<file path="config.mk">
export PLATFORM = sky130hd
export DESIGN_NAME = k_program_loader
export DESIGN_NICKNAME = d
export VERILOG_FILES = /design/src/rtl/k_dsp_pkg.sv /design/src/rtl/k_byte_packer.sv /design/src/rtl/k_program_loader.sv
export SDC_FILE = /design/constraint.sdc
export NUM_CORES = 1
export LEC_CHECK = 0
export ABC_CLOCK_PERIOD_IN_PS = 5100
export BUFFER_PORTS_ARGS = -buffer_cell sky130_fd_sc_hd__buf_2
export CORE_MARGIN = 5
export CORE_UTILIZATION = 60
export CTS_CLUSTER_SIZE = 25
export DETAILED_ROUTE_END_ITERATION = 8
export PLACE_DENSITY = 0.86
export SETUP_SLACK_MARGIN = 0.1
export SLEW_MARGIN = 20
export SYNTH_ARGS = -nofsm -noshare
export SYNTH_HDL_FRONTEND = slang
export SYNTH_SLANG_ARGS = --single-unit
</file>
<file path="constraint.sdc">
create_clock -name clk -period 5.1 [get_ports clk]
set_clock_uncertainty 0.1 [all_clocks]
set_input_delay 0.255 -clock clk [delete_from_list [all_inputs] [get_ports clk]]
set_output_delay 0.255 -clock clk [all_outputs]
set_load 0.005 [all_outputs]
</file>
<file path="src/rtl/k_dsp_pkg.sv">
// Shared types and constants for the program loader.
// K_LOADER_CHECKSUM_EN adds the trailing checksum state StChk.
package k_dsp_pkg;

  localparam int unsigned HdrW      = 16;
  localparam int unsigned WordBytes = 4;

  typedef enum logic [2:0] {
    StIdle,
    StHdr,
    StRecv,
    StWrite,
`ifdef K_LOADER_CHECKSUM_EN
    StChk,
`endif
    StDone,
    StError
  } state_e;

  function automatic logic accepts_bytes(state_e s);
`ifdef K_LOADER_CHECKSUM_EN
    return (s == StHdr) || (s == StRecv) || (s == StChk);
`else
    return (s == StHdr) || (s == StRecv);
`endif
  endfunction

endpackage

</file>
<file path="src/rtl/k_byte_packer.sv">
// Big-endian byte-to-word packer: shift register plus byte counter.
// word_valid_o pulses on the byte that completes a word; word_o is that word.
module k_byte_packer
  import k_dsp_pkg::*;
(
  input  logic                   clk_i,
  input  logic                   reset_i,
  input  logic                   clear_i,
  input  logic                   byte_valid_i,
  input  logic [7:0]             byte_data_i,
  output logic                   word_valid_o,
  output logic [WordBytes*8-1:0] word_o
);

  localparam int unsigned WordW = WordBytes * 8;
  localparam int unsigned CntW  = $clog2(WordBytes);

  // Only the first three bytes need storage; the fourth arrives with the pulse.
  logic [WordW-9:0] shift_q, shift_d;
  logic [CntW-1:0]  cnt_q, cnt_d;

  assign word_o       = {shift_q, byte_data_i};
  assign word_valid_o = byte_valid_i && (cnt_q == CntW'(WordBytes - 1));

  always_comb begin
    shift_d = shift_q;
    cnt_d   = cnt_q;
    if (clear_i) begin
      cnt_d = '0;
    end else if (byte_valid_i) begin
      shift_d = word_o[WordW-9:0];
      cnt_d   = word_valid_o ? '0 : cnt_q + 1'b1;
    end
  end

  always_ff @(posedge clk_i) begin
    if (reset_i) begin
      shift_q <= '0;
      cnt_q   <= '0;
    end else begin
      shift_q <= shift_d;
      cnt_q   <= cnt_d;
    end
  end

endmodule

</file>
<file path="src/rtl/k_program_loader.sv">
// Streams a length-prefixed program into instruction memory, then releases the core.
// Define K_LOADER_CHECKSUM_EN to require a trailing XOR checksum byte.
module k_program_loader
  import k_dsp_pkg::*;
#(
  parameter int unsigned ADDR_W    = 8,
  parameter int unsigned MAX_WORDS = 2 ** ADDR_W
) (
  input  logic              clk,
  input  logic              reset,
  input  logic              start,
  input  logic [7:0]        in_data,
  input  logic              in_valid,
  output logic              in_ready,
  output logic              imem_we,
  output logic [ADDR_W-1:0] imem_addr,
  output logic [31:0]       imem_wdata,
  output logic              core_run,
  output logic              busy,
  output logic              error,
  output logic [ADDR_W:0]   words_loaded
);

  state_e              state_q, state_d;
  logic                hdr_cnt_q, hdr_cnt_d;
  logic [HdrW-1:0]     n_q, n_d;
  logic [ADDR_W:0]     words_q, words_d;
  logic                in_ready_q, in_ready_d;
  logic                we_q, we_d;
  logic [ADDR_W-1:0]   addr_q, addr_d;
  logic [31:0]         wdata_q, wdata_d;
  logic                run_q, run_d, busy_q, busy_d, err_q, err_d;
`ifdef K_LOADER_CHECKSUM_EN
  logic [7:0]          csum_q, csum_d;
  localparam state_e   StTail = StChk;
`else
  localparam state_e   StTail = StDone;
`endif

  logic            xfer, pk_clear, pk_valid;
  logic [31:0]     pk_word;
  logic [HdrW-1:0] n_full;
  logic [ADDR_W:0] words_inc;

  assign xfer      = in_valid && in_ready_q;
  assign n_full    = {n_q[HdrW-1:8], in_data};
  assign words_inc = words_q + 1'b1;
  assign pk_clear  = start && (state_q == StIdle || state_q == StDone || state_q == StError);

  k_byte_packer u_packer (
    .clk_i        (clk),
    .reset_i      (reset),
    .clear_i      (pk_clear),
    .byte_valid_i (xfer && (state_q == StRecv)),
    .byte_data_i  (in_data),
    .word_valid_o (pk_valid),
    .word_o       (pk_word)
  );

  always_comb begin
    state_d   = state_q;
    hdr_cnt_d = hdr_cnt_q;
    n_d       = n_q;
    words_d   = words_q;
    we_d      = 1'b0;
    addr_d    = addr_q;
    wdata_d   = wdata_q;
`ifdef K_LOADER_CHECKSUM_EN
    csum_d    = csum_q;
    if (xfer && (state_q == StHdr || state_q == StRecv)) csum_d = csum_q ^ in_data;
`endif
    case (state_q)
      StIdle, StDone, StError: begin
        if (start) begin
          state_d   = StHdr;
          hdr_cnt_d = 1'b0;
          words_d   = '0;
`ifdef K_LOADER_CHECKSUM_EN
          csum_d    = '0;
`endif
        end
      end
      StHdr: begin
        if (xfer) begin
          if (!hdr_cnt_q) begin
            n_d[HdrW-1:8] = in_data;
            hdr_cnt_d     = 1'b1;
          end else begin
            n_d = n_full;
            if (32'(n_full) > MAX_WORDS) state_d = StError;
            else if (n_full == '0)       state_d = StTail;
            else                         state_d = StRecv;
          end
        end
      end
      StRecv: begin
        // Capture on the completing byte so the write appears as a registered strobe.
        if (pk_valid) begin
          state_d = StWrite;
          we_d    = 1'b1;
          addr_d  = words_q[ADDR_W-1:0];
          wdata_d = pk_word;
        end
      end
      StWrite: begin
        words_d = words_inc;
        state_d = (32'(words_inc) < 32'(n_q)) ? StRecv : StTail;
      end
`ifdef K_LOADER_CHECKSUM_EN
      StChk: begin
        if (xfer) state_d = (in_data == csum_q) ? StDone : StError;
      end
`endif
      default: state_d = StIdle;
    endcase

    in_ready_d = accepts_bytes(state_d);
    busy_d     = (state_d == StHdr) || (state_d == StRecv) || (state_d == StWrite);
    run_d      = (state_d == StDone);
    err_d      = (state_d == StError);
  end

  always_ff @(posedge clk) begin
    if (reset) begin
      state_q    <= StIdle;
      hdr_cnt_q  <= 1'b0;
      n_q        <= '0;
      words_q    <= '0;
      in_ready_q <= 1'b0;
      we_q       <= 1'b0;
      addr_q     <= '0;
      wdata_q    <= '0;
      run_q      <= 1'b0;
      busy_q     <= 1'b0;
      err_q      <= 1'b0;
`ifdef K_LOADER_CHECKSUM_EN
      csum_q     <= '0;
`endif
    end else begin
      state_q    <= state_d;
      hdr_cnt_q  <= hdr_cnt_d;
      n_q        <= n_d;
      words_q    <= words_d;
      in_ready_q <= in_ready_d;
      we_q       <= we_d;
      addr_q     <= addr_d;
      wdata_q    <= wdata_d;
      run_q      <= run_d;
      busy_q     <= busy_d;
      err_q      <= err_d;
`ifdef K_LOADER_CHECKSUM_EN
      csum_q     <= csum_d;
`endif
    end
  end

  assign in_ready     = in_ready_q;
  assign imem_we      = we_q;
  assign imem_addr    = addr_q;
  assign imem_wdata   = wdata_q;
  assign core_run     = run_q;
  assign busy         = busy_q;
  assign error        = err_q;
  assign words_loaded = words_q;

endmodule

</file>
# Word-level counts from Yosys, hierarchy flattened
# Index checks and enable logic that the tools add are counted.
# Widths: inputs -> output; s select.
dict set report totals {
  reg_bits 100
  in_bits 12
  out_inout_bits 54
  elab_cells 70
}
dict set report classes {
  order_cmp 2
  n_reduce_logical 21
  n_addsub 2
  bitwise 3
  mux 15
  n_eq_ne 13
}
# op count
set op_table {}
lappend op_table {{$mux 3} 7}
lappend op_table {{$pmux 9 s2} 1}
lappend op_table {{$gt 16x9->1 const B} 1}
lappend op_table {{$logic_not 16->1} 1}
lappend op_table {{$lt 9x16->1} 1}
lappend op_table {{$eq 3x2->1 const B} 4}
lappend op_table {{$eq 3x3->1 const B} 4}
lappend op_table {{$pmux 3 s4} 1}
lappend op_table {{$add 9x1->9 const B} 1}
lappend op_table {{$mux 9} 1}
lappend op_table {{$reduce_and 3->1} 3}
lappend op_table {{$eq 3x1->1 const B} 2}
lappend op_table {{$reduce_and 2->1} 3}
lappend op_table {{$logic_and 1x1->1} 4}
lappend op_table {{$logic_or 1x1->1} 4}
lappend op_table {{$ne 2x2->1 const B} 2}
lappend op_table {{$reduce_bool 2->1} 2}
lappend op_table {{$reduce_or 2->1} 2}
lappend op_table {{$logic_not 3->1} 1}
lappend op_table {{$mux 1} 3}
lappend op_table {{$not 1->1} 3}
lappend op_table {{$reduce_or 3->1} 1}
lappend op_table {{$add 2x1->2 const B} 1}
lappend op_table {{$eq 2x2->1 const B} 1}
lappend op_table {{2 further kinds} 2}

# Longest topological paths before layout
# Gate-level depths: netlist of run 1.
dict set report depth {
  depth_word 9
  ltp_mapped 12
  mapped_depth_nobuf 12
}

# Hierarchy
# Synthesis of run 1 repeated with hierarchy kept, for this count alone.
dict set report unflattened {
  hier_cells 497
  area_unflattened_um2 4260.3
}
# mod instances cells_per_inst area_per_inst_um2 seq_area_each_um2
set by_module_without_submodules {}
lappend by_module_without_submodules {k_program_loader 1 373 3118.0 1481.4}
lappend by_module_without_submodules {k_byte_packer 1 124 1142.3 520.5}

# Worst setup path before layout of run 1
# OpenSTA, ideal clock, no wires.
dict set report synth_path {
  path_type {reg-to-reg}
  start {register words_q[0] (netlist: words_loaded[0])}
  end {register run_q (netlist: core_run)}
  n_path_buf 0
  slack_ns 2.190
  setup_time_ns 0.073
  stages_incl_launch_ff 13
  t_arrival_ns 2.738
  period_less_slack_ns 2.910
  required_time_ns 4.927
  path_cell_list {dfxtp_1 -> ha_1 -> and3_1 -> and3_1 -> nand3_1 -> xnor2_1 -> ha_1 -> nor4b_1 -> o211a_1 -> a32oi_1 -> a211oi_1 -> and2_4 -> nor3b_2}
}
dict set report synth_between {
  elab_chain_cells 5
}
# item line_no
set synth_lines {}
lappend synth_lines {{start, declared} k_program_loader.sv:27} ;# logic [ADDR_W:0] words_q, words_d;
lappend synth_lines {{start signal, assigned} k_program_loader.sv:143} ;# words_q <= words_d;
lappend synth_lines {{$add 9x1->9} k_program_loader.sv:47} ;# assign words_inc = words_q + 1'b1;
lappend synth_lines {{$lt 9x16->1} k_program_loader.sv:107} ;# state_d = (32'(words_inc) < 32'(n_q)) ? StRecv : StTail;
lappend synth_lines {{$mux 3} k_program_loader.sv:107}
lappend synth_lines {{$pmux 3 s4} k_program_loader.sv:72} ;# case (state_q)
lappend synth_lines {{$eq 3x3->1} k_program_loader.sv:119} ;# run_d = (state_d == StDone);
lappend synth_lines {{end signal, assigned} k_program_loader.sv:148} ;# run_q <= run_d;
lappend synth_lines {{end, declared} k_program_loader.sv:32} ;# logic run_q, run_d, busy_q, busy_d, err_q, err_d;
# Every way passes these cells.
# A chain may end at the register's enable or synchronous reset.

# Worst setup path after layout of run 1
# Ends and elaborated chain as after synthesis.

==> flow_summary.rst, run 1 <==
.. list-table::
   :header-rows: 1

   * - Metric
     - Value
   * - Total setup violations reported at the end of the flow
     - 0
   * - Final wirelength
     - 8470 um
   * - H-tree depth
     - 3
   * - Actual slew at the worst max-slew pin
     - 0.976 ns
   * - Max Root-Sink Buffers
     - 2
   * - Chip width
     - 91.2 um
   * - Unrepaired setup endpoints after global routing
     - no
   * - Full die area
     - 8320 um2
   * - Post-detailed-route wirelength per cell
     - 13.9 um
   * - Buffer count from post-CTS setup fixing
     - 0
   * - Via count of the routed design
     - 3313
   * - Via count of the first global-routing pass
     - 3124
   * - DRT antenna net count
     - 0
   * - Core region area
     - 6390 um2
   * - Placed wire-length estimate
     - 5840 um
   * - Overflow left after global routing
     - 0
   * - MaxCap Viol Count
     - 0
   * - Antenna violations before repair
     - 0
   * - Port Buffer Count
     - 65
   * - Total of flip-flops plus latches after synthesis
     - 100
   * - Overall Global Routing Usage
     - 20.7%
   * - Remaining max-slew budget at the tightest pin
     - 34.7%
   * - Netlist cell types
     - 42
   * - Hold crit path type
     - in -> reg
   * - Met2 layer usage reported by global route
     - 35.1%
   * - Met1 GRT Util
     - 25.0%
   * - Number of hold buffers added after CTS
     - 0
   * - Number of instances in the synthesized netlist
     - 477
   * - Pin count of the biggest net entering global routing
     - 71
   * - Count of unresolved DRC violations after routing
     - 0
   * - Leakage dissipation
     - 1.85 nW
   * - Fraction of synthesis flops using an asynchronous set or reset pin
     - 0%
   * - Global placement routability congestion
     - 0.896
   * - Max Fclk
     - 0.313 GHz
   * - Worst path required time
     - 5.30 ns
   * - Wire length of the first global-routing pass
     - 14200 um
   * - Number of flops mapped to enable cells by yosys
     - 0
   * - Post-Synthesis Mean Instance Area
     - 8.30 um2
   * - Post-synth design cell area
     - 3960 um2
   * - Number of nets in the layout
     - 550
   * - Ant. Diodes
     - 0
   * - Iteration-0 DRC count of the detailed router
     - 192
   * - Count of TritonRoute iterations in the first routing pass
     - 4
   * - Peak fanout along the critical path
     - 7
   * - Clock net sink count
     - 100
   * - Accumulated negative setup slack
     - 0 ns
   * - Sequential area share after synthesis
     - 50.6%
   * - Crit path capture type
     - flip-flop
   * - Number of buffers created by CTS
     - 9
   * - Cell area power density
     - 301 nW/um2
   * - CP startpoint kind
     - flip-flop
   * - Starting density of the core
     - 62.0%
   * - Buffer type at the clock tree root
     - sky130_fd_sc_hd__clkbuf_8
   * - Final-report max-slew violation count
     - 0
   * - Cell Count, Final, Fillers Out
     - 610
   * - Latest clock arrival within the worst-skew pair
     - 0.38 ns
   * - Register clock-pin slew on the reported worst setup and hold paths
     - 0.10 ns
   * - Fin crit period
     - 3.20 ns
   * - Vertical extent of the die
     - 91.2 um
   * - CTS tree
     - yes
   * - Crit Path Class
     - reg -> reg
   * - Final hold violation count
     - 0
   * - Met3 routing resource usage after global routing
     - 5.04%
   * - Result of the run
     - completed
   * - Yosys Warn Count
     - 0
   * - Worst EP arrival
     - 3.40 ns
   * - Proportion of layout cells with a drive suffix above 1
     - 17.1%
   * - Std cell rows
     - 29
   * - Ys flop type
     - sky130_fd_sc_hd__dfxtp_1
   * - Post_cts resized
     - 0
   * - Peak supply drop
     - 0.000206 V
   * - Number of instances in the placed design
     - 594
   * - Global-route layer with the greatest usage
     - met2
   * - Area overhead of the layout relative to synthesis
     - 13.6%
   * - Final cycle utilization of the critical path
     - 62.7%
   * - Net count of the mapped netlist
     - 499
   * - Vias per std cell
     - 5.43
   * - # IOs
     - 66
layer usage:
layer / share of wire, % / vias to the layer above
met5: 0 / -
met2: 50 / 61
met4: 1.6 / 0
li1: - / 1687
met3: 4.9 / 14
met1: 43 / 1551
layout make-up:
| type | count | area [um2] |
|---|---|---|
| multi-input cells | 340 | 1810 |
| well taps | 77 | 96.3 |
| flip-flops and latches | 100 | 2000 |
| clock buffers | 9 | 124 |
| repair buffers | 68 | 348 |
| fillers | 506 | 1890 |
| inverters | 9 | 33.8 |
| clock inverters | 7 | 81.3 |
critical path, stage by stage, from the launching register on:
cell and delay (ns):
sky130_fd_sc_hd__dfxtp_1 0.44, sky130_fd_sc_hd__ha_1 0.25, sky130_fd_sc_hd__and3_1 0.24, sky130_fd_sc_hd__and3_1 0.25
sky130_fd_sc_hd__nand3_1 0.11, sky130_fd_sc_hd__xnor2_1 0.17, sky130_fd_sc_hd__ha_1 0.28, sky130_fd_sc_hd__nor4b_1 0.31
sky130_fd_sc_hd__o211a_1 0.21, sky130_fd_sc_hd__a32oi_1 0.08, sky130_fd_sc_hd__a211oi_1 0.34, sky130_fd_sc_hd__and2_4 0.21
sky130_fd_sc_hd__nor3b_2 0.15
cells in the mapped netlist, types with 2 or more instances:
master	n	area, um2
sky130_fd_sc_hd__clkbuf_1	16	60.1
sky130_fd_sc_hd__nor3b_1	3	22.5
sky130_fd_sc_hd__or4_1	2	15.0
sky130_fd_sc_hd__xnor2_1	2	17.5
sky130_fd_sc_hd__nand3b_1	4	30.0
sky130_fd_sc_hd__inv_1	9	33.8
sky130_fd_sc_hd__nand3_1	4	20.0
sky130_fd_sc_hd__and3b_1	2	17.5
sky130_fd_sc_hd__o21ai_0	6	30.0
sky130_fd_sc_hd__nor4_1	2	12.5
sky130_fd_sc_hd__nor2_2	2	12.5
sky130_fd_sc_hd__nand4_1	2	12.5
sky130_fd_sc_hd__nor4b_1	2	17.5
sky130_fd_sc_hd__and3_1	5	31.3
sky130_fd_sc_hd__ha_1	10	125
sky130_fd_sc_hd__xor2_1	5	43.8
sky130_fd_sc_hd__nor3_1	6	30.0
sky130_fd_sc_hd__nor2b_1	2	12.5
sky130_fd_sc_hd__and2_1	2	12.5
sky130_fd_sc_hd__mux2i_1	17	170
sky130_fd_sc_hd__buf_2	6	30.0
sky130_fd_sc_hd__dfxtp_1	100	2000
sky130_fd_sc_hd__a22oi_1	3	22.5
sky130_fd_sc_hd__nand2_1	135	507
sky130_fd_sc_hd__buf_1	6	22.5
sky130_fd_sc_hd__nor2_1	34	128
sky130_fd_sc_hd__a21oi_1	75	375
power breakdown:
group	internal (mW)	switching, mW
clock	0.234	0.289
sequential	0.784	0.00230
combinational	0.0143	0.0316
worst paths after layout:
check                       start                  end  slack, ns  cells after the start
setup reg to reg  words_loaded[0]             core_run       1.90                     12
setup / recovery  words_loaded[0]             core_run       1.90                     12
hold reg to reg    imem_wdata[30]       imem_wdata[30]       0.36                      2
hold / removal         in_data[5]  u_packer.shift_q[5]       0.07                      3
metrics by stage:
stage / worst slack, ns / area (um2) / utilization, % / hold slack (ns) / power [mW]
after floorplan: 2.19 / 3960 / - / 0.291 / 0.832
final: 1.90 / 4500 / 70.4 / 0.0671 / 1.36
after global routing: 1.62 / 4500 / 70.4 / 0.0667 / 1.40
after detailed placement: 1.93 / 4290 / 67.2 / 0.344 / 0.850
after CTS: 1.91 / 4500 / 70.4 / 0.0546 / 1.36
after global placement: 2.06 / 4290 / 67.2 / 0.340 / 0.849
registers in the layout (all words and copies together) (netlist names):
register          cells
imem_wdata           32
u_packer.shift_q     24
n_q                  16
words_loaded          9
imem_addr             8
state_q               3
u_packer.cnt_q        2
busy                  1
core_run              1
error                 1
hdr_cnt_q             1
imem_we               1
in_ready              1
layout by cell type (no fill, tap or decap), drive strengths merged, types with 3 or more instances in the layout:
master and instances:
mux2i 17, a21oi 75, nand2 135, a22oi 3, nor3b 4, ha 10
clkbuf 9, dfxtp 100, nand3b 4, nor2 36, nor3 6, xor2 5
o21ai 6, and2 4, inv 13, nand3 4, buf 68, and3 5
cell families (layout without fill, tap and decap cells):
| family | count (synthesis) | count (layout) | share of synthesized area, % |
|---|---|---|---|
| xor gates and xnor gates | 7 | 7 | 1.55 |
| DFF | 100 | 100 | 50.6 |
| and+or+nand+nor | 214 | 214 | 24.2 |
| adders and majority gates | 10 | 10 | 3.16 |
| muxes | 17 | 17 | 4.30 |
| AOI/OAI and AO/OA | 92 | 92 | 12.5 |
| buffers and inverters | 37 | 93 | 3.70 |
No activity file was read; power rests on OpenSTA's default activity.
==> inputs of run 2 (changes only) <==
- ABC_CLOCK_PERIOD_IN_PS: 5100 -> 3300
- CORE_UTILIZATION: 60 -> 55
- PLACE_DENSITY: 0.86 -> 0.8
- clock period: 5.1 -> 3.3 ns (I/O delays scaled with it)
==> run 2 against run 1 <==
Effect of this change: sequential power increased by 54%; sequential cell count did not move; utilization shrank 5.6 points; hold slack worse by 0.055 ns; register-to-register slack worse by 1.6 ns; highest routed layer unchanged; combinational power is 72% higher.
==> flow_summary.rst, run 2 (same netlist as run 1, synthesis figures left out) <==
.. list-table::
   :header-rows: 1

   * - Metric
     - Value
   * - Result of the run
     - completed
   * - Vias per std cell
     - 5.28 (-2.8%)
   * - Worst Setup Slack post-DPL
     - 0.0550 ns (-1.88 ns)
   * - Wire length of the first global-routing pass
     - 14700 um (+3.7%)
   * - Commonest cells after routing, fill and taps aside
     - 135 x sky130_fd_sc_hd__nand2_1, 98 x sky130_fd_sc_hd__dfxtp_1, 75 x sky130_fd_sc_hd__a21oi_1, 65 x sky130_fd_sc_hd__buf_2, 34 x sky130_fd_sc_hd__nor2_1
   * - DP Area
     - 4350 um2 (+1.5%)
   * - Port Buffer Count
     - 65 (unchanged)
   * - Peak fanout along the critical path
     - 7 (unchanged)
   * - Vertical extent of the die
     - 94.8 um (+4.0%)
   * - # IOs
     - 66 (unchanged)
   * - Buffer type at the clock tree root
     - sky130_fd_sc_hd__clkbuf_8
   * - Register clock-pin slew on the reported worst setup and hold paths
     - 0.10 ns (about the same)
   * - Worst path required time
     - 3.49 ns (-1.81 ns)
   * - Hold crit path type
     - in -> reg
   * - Crit path capture type
     - flip-flop
   * - Area of all placed cells without fillers
     - 4620 um2 (+2.8%)
   * - Power consumption
     - 2.07 mW (+53%)
   * - Chip width
     - 94.8 um (+4.0%)
   * - Ant. Diodes
     - 0 (unchanged)
   * - CTS tree
     - yes
   * - Cell area power density
     - 449 nW/um2 (+49%)
   * - Core region area
     - 7140 um2 (+12%)
   * - Remaining max-slew budget at the tightest pin
     - 50.4% (+16 points)
   * - Overflow left after global routing
     - 0 (unchanged)
   * - Max Fclk
     - 0.331 GHz (+5.7%)
   * - MaxCap Viol Count
     - 0 (unchanged)
   * - Clock net sink count
     - 100 (unchanged)
   * - Full die area
     - 8990 um2 (+8.1%)
   * - Final hold violation count
     - 0 (unchanged)
   * - Count of TritonRoute iterations in the first routing pass
     - 4 (unchanged)
   * - Layout filler cell count
     - 652 (+29%)
   * - Via count of the first global-routing pass
     - 3235 (+3.6%)
   * - Worst hold slack
     - 0.0117 ns (-0.0554 ns)
   * - Iteration-0 DRC count of the detailed router
     - 138 (-28%)
   * - Crit Path Class
     - reg -> reg
   * - Starting density of the core
     - 55.5% (-6.5 points)
   * - Fin crit period
     - 3.02 ns (-0.173 ns)
   * - Number of nets in the layout
     - 558 (+1.5%)
   * - Pin count of the biggest net entering global routing
     - 101 (+42%)
   * - DRT antenna net count
     - 0 (unchanged)
   * - Proportion of layout cells with a drive suffix above 1
     - 18.7% (+1.6 points)
   * - Final wirelength
     - 8850 um (+4.5%)
   * - Latest clock arrival within the worst-skew pair
     - 0.36 ns (-0.02 ns)
   * - Final-report max-slew violation count
     - 0 (unchanged)
   * - Cell Count, Final, Fillers Out
     - 640 (+4.9%)
   * - Max Root-Sink Buffers
     - 2 (unchanged)
   * - Core occupancy in the finished layout
     - 64.8% (-5.6 points)
   * - Leakage dissipation
     - 1.89 nW (+2.6%)
   * - Total setup violations reported at the end of the flow
     - 0 (unchanged)
   * - Antenna violations before repair
     - 0 (unchanged)
   * - Actual slew at the worst max-slew pin
     - 0.737 ns (-0.239 ns)
   * - H-tree depth
     - 3 (unchanged)
   * - Placed wire-length estimate
     - 6210 um (+6.5%)
   * - Number of buffers created by CTS
     - 9 (unchanged)
   * - Number of instances in the placed design
     - 619 (+4.2%)
   * - Overall Global Routing Usage
     - 20.7% (-0.021 points)
   * - Post-detailed-route wirelength per cell
     - 13.8 um (-0.44%)
   * - Unrepaired setup endpoints after global routing
     - no
   * - Area overhead of the layout relative to synthesis
     - 16.8%
   * - Via count of the routed design
     - 3378 (+2.0%)
   * - Std cell rows
     - 31 (+6.9%)
   * - Leading cell type in the layout, fill and taps excluded
     - sky130_fd_sc_hd__nand2_1
   * - Accumulated negative setup slack
     - 0 ns (unchanged)
   * - Count of unresolved DRC violations after routing
     - 0 (unchanged)
   * - Post-route setup slack
     - 0.276 ns (-1.63 ns)
   * - CP startpoint kind
     - flip-flop
   * - Peak supply drop
     - 0.000240 V (+16%)
   * - Flip-flop count of the largest register after layout
     - 32 (unchanged)
   * - Final cycle utilization of the critical path
     - 91.6% (+29 points)
   * - Global placement routability congestion
     - 0.862 (-3.8%)
   * - Worst EP arrival
     - 3.22 ns (-0.18 ns)
## run 2: changes by cell type in the layout (fill, tap and decap cells not counted), sizes merged
cell         before  now
buf              68   72
dlygate4sd3       0    4
clkinv            1    4
inv              13   11
clkinvlp          1    0
## run 2: area by class of cell
class | instances | area (um2) | share of cell area, %
clock buffers | 9 | 124 | 2.68
clock inverters | 7 | 75.1 | 1.62
inverters | 9 | 33.8 | 0.731
multi-input cells | 340 | 1830 | 39.6
flip-flops and latches | 100 | 2000 | 43.4
well taps | 99 | 124 | 2.68
repair buffers | 76 | 430 | 9.31
## run 2: what timing repair did
| item | 4_1_cts | 5_1_grt |
|---|---|---|
| buffers inserted | 0 | 1 |
| setup endpoints to repair | 3 | 3 |
| hold buffers | 4 | 0 |
| hold endpoints to repair | 8 | 0 |
| pin swaps | 0 | 1 |
| gates resized for setup | 1 | 5 |
## run 2: path summary, 6_finish.rpt
| check | start | endpoint | slack, ns | cells past startpoint |
|---|---|---|---|---|
| setup / recovery | words_loaded[0] | core_run | 0.28 | 12 |
| hold / removal | in_data[5] | imem_wdata[5] | 0.01 | 3 |
| setup reg to reg | words_loaded[0] | core_run | 0.28 | 12 |
| hold reg to reg | imem_wdata[17] | imem_wdata[17] | 0.35 | 2 |
## run 2: worst max-delay path, cell delays in order, from the launching register on
cell	delay (ns)
sky130_fd_sc_hd__dfxtp_2	0.39
sky130_fd_sc_hd__ha_2	0.22
sky130_fd_sc_hd__and3_1	0.24
sky130_fd_sc_hd__and3_1	0.25
sky130_fd_sc_hd__nand3_1	0.11
sky130_fd_sc_hd__xnor2_1	0.16
sky130_fd_sc_hd__ha_1	0.30
sky130_fd_sc_hd__nor4b_2	0.25
sky130_fd_sc_hd__o211a_1	0.19
sky130_fd_sc_hd__a32oi_1	0.08
sky130_fd_sc_hd__a211oi_2	0.30
sky130_fd_sc_hd__and2_4	0.21
sky130_fd_sc_hd__nor3b_2	0.14
## run 2: power by group
part | switching [mW] | internal [mW] | total [mW]
clock network | 0.424 | 0.356 | 0.780
logic | 0.0509 | 0.0279 | 0.0788
registers | 0.00364 | 1.21 | 1.21
total | 0.478 | 1.59 | 2.07
## run 2: layer usage
layer | wire (um) | global-route usage [%]
met1 | 3690 | 25.0
met4 | 187 | 8.17
met3 | 458 | 5.34
met5 | 0 | 0
met2 | 4520 | 35.1
